$ cat src/rtl/seg7_scan_reader.sv
// Receive side of a multiplexed 7-segment display bus. Samples the active-low
// anode/segment buses, waits for a stable pattern, decodes it to BCD per digit,
// flags illegal segment patterns and reports when a full frame has been seen.
module seg7_scan_reader #(
  parameter int DIGITS     = 4,
  parameter int STABLE_CYC = 4
) (
  input  logic                  clk,
  input  logic                  rst_n,
  input  logic [DIGITS-1:0]     an,
  input  logic [6:0]            seg,
  output logic [4*DIGITS-1:0]   digits,
  output logic [DIGITS-1:0]     digit_err,
  output logic                  capture,
  output logic                  frame_valid
);

  localparam int SW = DIGITS + 7;
  localparam int CW = $clog2(STABLE_CYC + 1);
  localparam logic [CW-1:0] CNT_MAX = CW'(STABLE_CYC);

  logic [SW-1:0]             s_q, s_prev_q;
  logic [CW-1:0]             count_q, count_d;
  logic [DIGITS-1:0]         seen_q, seen_d;
  logic                      capture_q, capture_d;
  logic                      frame_q, frame_d;
  logic [DIGITS-1:0][3:0]    code_q;
  logic [DIGITS-1:0]         err_q;

  logic [3:0]                n_low;
  logic                      active;
  logic [DIGITS-1:0]         sel;
  logic [DIGITS-1:0]         seen_or;
  logic [3:0]                dec_code;
  logic                      dec_err;

  // Input stage: one register for the sampled bus, one for its previous value.
  always_ff @(posedge clk or negedge rst_n) begin
    if (!rst_n) begin
      s_q      <= '1;
      s_prev_q <= '1;
    end else begin
      s_q      <= {an, seg};
      s_prev_q <= s_q;
    end
  end

  // Classify the anodes, run the stability counter and detect the capture point.
  always_comb begin
    n_low = '0;
    for (int k = 0; k < DIGITS; k++) n_low = n_low + {3'b000, ~s_q[7+k]};
    active = (n_low == 4'd1);
    if (!active)               count_d = '0;
    else if (s_q == s_prev_q)  count_d = (count_q == CNT_MAX) ? count_q : count_q + CW'(1);
    else                       count_d = CW'(1);
    // Only the step into the maximum captures; holding at max does not re-fire.
    capture_d = (count_d == CNT_MAX) && (count_q != CNT_MAX);
    sel       = capture_d ? ~s_q[SW-1:7] : '0;
  end

  // Segment decode of the sampled pattern (active-low, bit0 = a).
  always_comb begin
    dec_err  = 1'b0;
    dec_code = 4'hE;
    case (s_q[6:0])
      7'b1000000: dec_code = 4'h0;
      7'b1111001: dec_code = 4'h1;
      7'b0100100: dec_code = 4'h2;
      7'b0110000: dec_code = 4'h3;
      7'b0011001: dec_code = 4'h4;
      7'b0010010: dec_code = 4'h5;
      7'b0000010: dec_code = 4'h6;
      7'b1111000: dec_code = 4'h7;
      7'b0000000: dec_code = 4'h8;
      7'b0010000: dec_code = 4'h9;
      7'b1111111: dec_code = 4'hF;
      default:    dec_err  = 1'b1;
    endcase
  end

  // Frame tracking: the capture that completes the seen mask pulses and clears it.
  always_comb begin
    seen_or = seen_q | sel;
    frame_d = 1'b0;
    seen_d  = seen_q;
    if (capture_d) begin
      if (&seen_or) begin
        frame_d = 1'b1;
        seen_d  = '0;
      end else begin
        seen_d  = seen_or;
      end
    end
  end

  // Control state: counter, seen mask and the two output pulses.
  always_ff @(posedge clk or negedge rst_n) begin
    if (!rst_n) begin
      count_q   <= '0;
      seen_q    <= '0;
      capture_q <= 1'b0;
      frame_q   <= 1'b0;
    end else begin
      count_q   <= count_d;
      seen_q    <= seen_d;
      capture_q <= capture_d;
      frame_q   <= frame_d;
    end
  end

  // Per-digit code/error registers, written only when that digit is captured.
  for (genvar k = 0; k < DIGITS; k++) begin : g_lane
    always_ff @(posedge clk or negedge rst_n) begin
      if (!rst_n) begin
        code_q[k] <= 4'hF;
        err_q[k]  <= 1'b0;
      end else if (sel[k]) begin
        code_q[k] <= dec_code;
        err_q[k]  <= dec_err;
      end
    end
  end

  assign digits      = code_q;
  assign digit_err   = err_q;
  assign capture     = capture_q;
  assign frame_valid = frame_q;

endmodule
$ cat config.mk
export PLATFORM = sky130hd
export DESIGN_NAME = seg7_scan_reader
export DESIGN_NICKNAME = d
export VERILOG_FILES = /design/src/rtl/seg7_scan_reader.sv
export SDC_FILE = /design/constraint.sdc
export NUM_CORES = 1
export LEC_CHECK = 0
export CAP_MARGIN = 25
export CORE_ASPECT_RATIO = 1.25
export CORE_MARGIN = 2
export CORE_UTILIZATION = 53
export DETAILED_ROUTE_END_ITERATION = 12
export GPL_ROUTABILITY_DRIVEN = 0
export PLACE_DENSITY = 0.78
export SLEW_MARGIN = 40
export SYNTH_ARGS = -nofsm -noshare
export SYNTH_HDL_FRONTEND = slang
export SYNTH_SLANG_ARGS = --single-unit
export TNS_END_PERCENT = 20
$ cat constraint.sdc
create_clock -name clk -period 4.3 [get_ports clk]
set_input_delay 0.86 -clock clk [delete_from_list [all_inputs] [get_ports clk]]
set_output_delay 0.86 -clock clk [all_outputs]
set_load 0.05 [all_outputs]
==> out/qor.yml <==
cts.path.max_buffers: 2
finalHoldViolCount: 0
ir_drop_v: 0.000204
htree_levels: 2
pre_cts_ws_ns: 0.859
synth_edf_count: 0
grt_pass1_vias: 1432
antenna_cells: 0
vias: 1314
port_buffers: 34
setup_viol: 0
cts_buffers: 5
yosysTopAreaCellShare_pct: 44.7
synth_area_sq_um: 2240
regToRegSetupSlack_ns: 0.87
critPathRequiredTime_ns: 4.48
cp_slowest_cell: "dfstp_2"
async_flop_share_pct: 100
synth_top_cell_by_area: "dfstp_2"
crit_arrival_ns: 3.61
ios: 35
whs_ns: 0.411
fin_ws_ns: 0.871
grt_usage_pct: 18.7
crit_chain: "fa_1, inv_1, ha_1, ha_1, or3b_1, nor4_2, nand4_4, nor2_4, mux2_2"
slowest_delay_ns: 0.61
cp_common_cell: "ha_1"
crit_fanout: 6
cts_tree: "built"
drive_above_1_share_pct: 35.2
dp_hpwl_um: 2910
synth.distinct_cells: 43
internal_power_mw: 0.659
fp-row-count: 26
placed_cells: 244
clockRootBuffer: "clkbuf_8"
cts.clk_slew.worst_paths_ns: 0.09
fin_tns_setup_ns: 0
ys_warn_count: 0
dr.pass1.iters: 4
coreArea_sq_um: 4070
grt_overflow_total: 0
min_path_type: "reg -> reg"
die_w_um: 62.1
seqPwrFrac_pct: 61.3
p_leak_nw: 1.11
postCtsHoldBufs: 0
switching_share_pct: 22.1
grt_max_degree: 52
crit_family: "simple AND/OR/NAND/NOR gates"
clkLatencyLatePin_ns: 0.29
end_kind: "flip-flop"
wirelength_um: 3890
fmax_mhz: 292
viasPerCell: 5.21
power_density_nw_per_um2: 315
min_period_ns: 3.43
antenna_found_initial: 0
die_area_sq_um: 4760
relSlewSlack_pct: 55.1
drv_cap: 0
combinationalPowerShare_pct: 6.9
drc: 0
synthCells: 158
cts_setup_buffers: 0
cts_resized: 0
start_kind: "flip-flop"
dr.first_iter.drc_count: 56
synthToLayoutAreaGrowth_pct: 20.4
instances_no_fill: 252
final_antenna_net_count: 0
worstMarginPinSlew_ns: 0.667
grt_pass1_wl_um: 6600
nNetsFinal: 213
die_h_um: 76.6
synth-main-ff-cell: "dfstp_2"
switching_power_mw: 0.187
rsz0062_at_grt: "false"
critPathBufInv: 1
synth_seq_cells: 51
synth_area_leaders: "dfstp_2 (45%), dfrtp_1 (15%), mux2_2 (6.0%)"
clock-skew-final_ns: 0.0125
status: "completed"
cts.sinks: 51
synth.avg_cell_area_sq_um: 14.2
post-route-period-util_pct: 79.8
setup.worst_path.class: "reg -> reg"
start_util_pct: 55.0
clkPwrFrac_pct: 31.8
syn-num-nets: 176
routedWlPerCell_um: 15.4
synth_seq_area_share_pct: 59.2
slew_violations: 0
==> layer usage <==
metal  part of all wire [%]  track usage, %  up-vias  routed length, um
li1                       -               -      622                  -
met1                     39            22.1      650               1510
met2                     57            32.6       36               2200
met3                    3.8            4.07        6                147
met4                   0.69            5.11        0                 27
met5                      0               0        -                  0
==> power by group through the flow <==
| stage | Combinational (mW) | Sequential (mW) | Clock, mW |
|---|---|---|---|
| after global placement | 0.0564 | 0.526 | 0 |
| after floorplan | 0.0389 | 0.520 | 0 |
| final | 0.0583 | 0.519 | 0.269 |
| after detailed placement | 0.0593 | 0.527 | 0 |
| after CTS | 0.0595 | 0.519 | 0.280 |
| after global routing | 0.0662 | 0.522 | 0.298 |
==> worst reg2reg max path: cells and delay by family, from the launching register on <==
family | cells | cell delay, ns
simple gates | 4 | 1.47
fa+ha+maj | 3 | 0.81
flops | 1 | 0.61
mux | 1 | 0.36
buf+inv | 1 | 0.07
==> synthesized netlist by cell type, types with 11 or more instances <==
| master | number |
|---|---|
| dfrtp_1 | 13 |
| mux2_2 | 12 |
| inv_1 | 13 |
| dfstp_2 | 38 |
| xor2_1 | 11 |
==> flip-flops by register name, indices dropped and copies added, names as in the netlist <==
register	flops
count_q	3
s_q	11
seen_q	4
capture	1
digit_err	4
s_prev_q	11
digits	16
frame_valid	1
==> through the flow <==
step	area (sq um)	util (%)	power (mW)
after global placement	2600	63.9	0.582
final	2690	66.2	0.847
after global routing	2690	66.2	0.886
after CTS	2690	66.2	0.859
after detailed placement	2600	63.9	0.586
after floorplan	2240	-	0.558
==> worst paths after layout <==
| path | from | endpoint | cells after the start |
|---|---|---|---|
| min reg2reg | s_q[3] | s_prev_q[3] | 0 |
| min | s_q[3] | s_prev_q[3] | 0 |
| max in group asynchronous | rst_n | digit_err[3] | 1 |
| max | s_q[8] | digit_err[0] | 9 |
| min in group asynchronous | rst_n | count_q[0] | 1 |
| max reg2reg | s_q[8] | digit_err[0] | 9 |
==> logic make-up (layout without fill, tap and decap cells) <==
logic type	Yosys count	in the layout	share of synthesized area [%]
and+or+nand+nor	33	33	11.4
xor gates and xnor gates	13	13	5.09
buffers and inverters	17	55	4.14
DFF	51	51	59.2
AOI/OAI and AO/OA	19	19	7.22
adders and majority gates	5	5	3.13
muxes	20	20	9.85
==> cells in the final DEF (no fill, tap or decap), drive strengths merged, types with 2 or more instances in the layout <==
cell type,synthesis,routed
a2111oi,2,2
a211oi,2,2
and3,2,2
clkbuf,1,7
clkdlybuf4s50,0,33
dfrtp,13,13
dfstp,38,38
ha,4,4
inv,13,13
mux2,16,16
mux2i,4,4
nand2,4,4
nand2b,2,2
nand3b,2,2
nand4b,2,2
nor2,6,6
nor3,4,4
nor4,3,3
o21a,4,4
o21ai,4,4
or3b,3,3
xnor2,2,2
xor2,11,11
==> layout make-up <==
cell class / instances / area (sq um)
Multi-Input combinational cell: 90 / 820
Clock buffer: 7 / 86.3
Clock inverter: 1 / 5.00
Sequential cell: 51 / 1320
Tap cell: 56 / 70.1
Inverter: 13 / 48.8
Fill cell: 315 / 1380
Timing Repair Buffer: 34 / 338
Power figures use the tool's default switching activity.
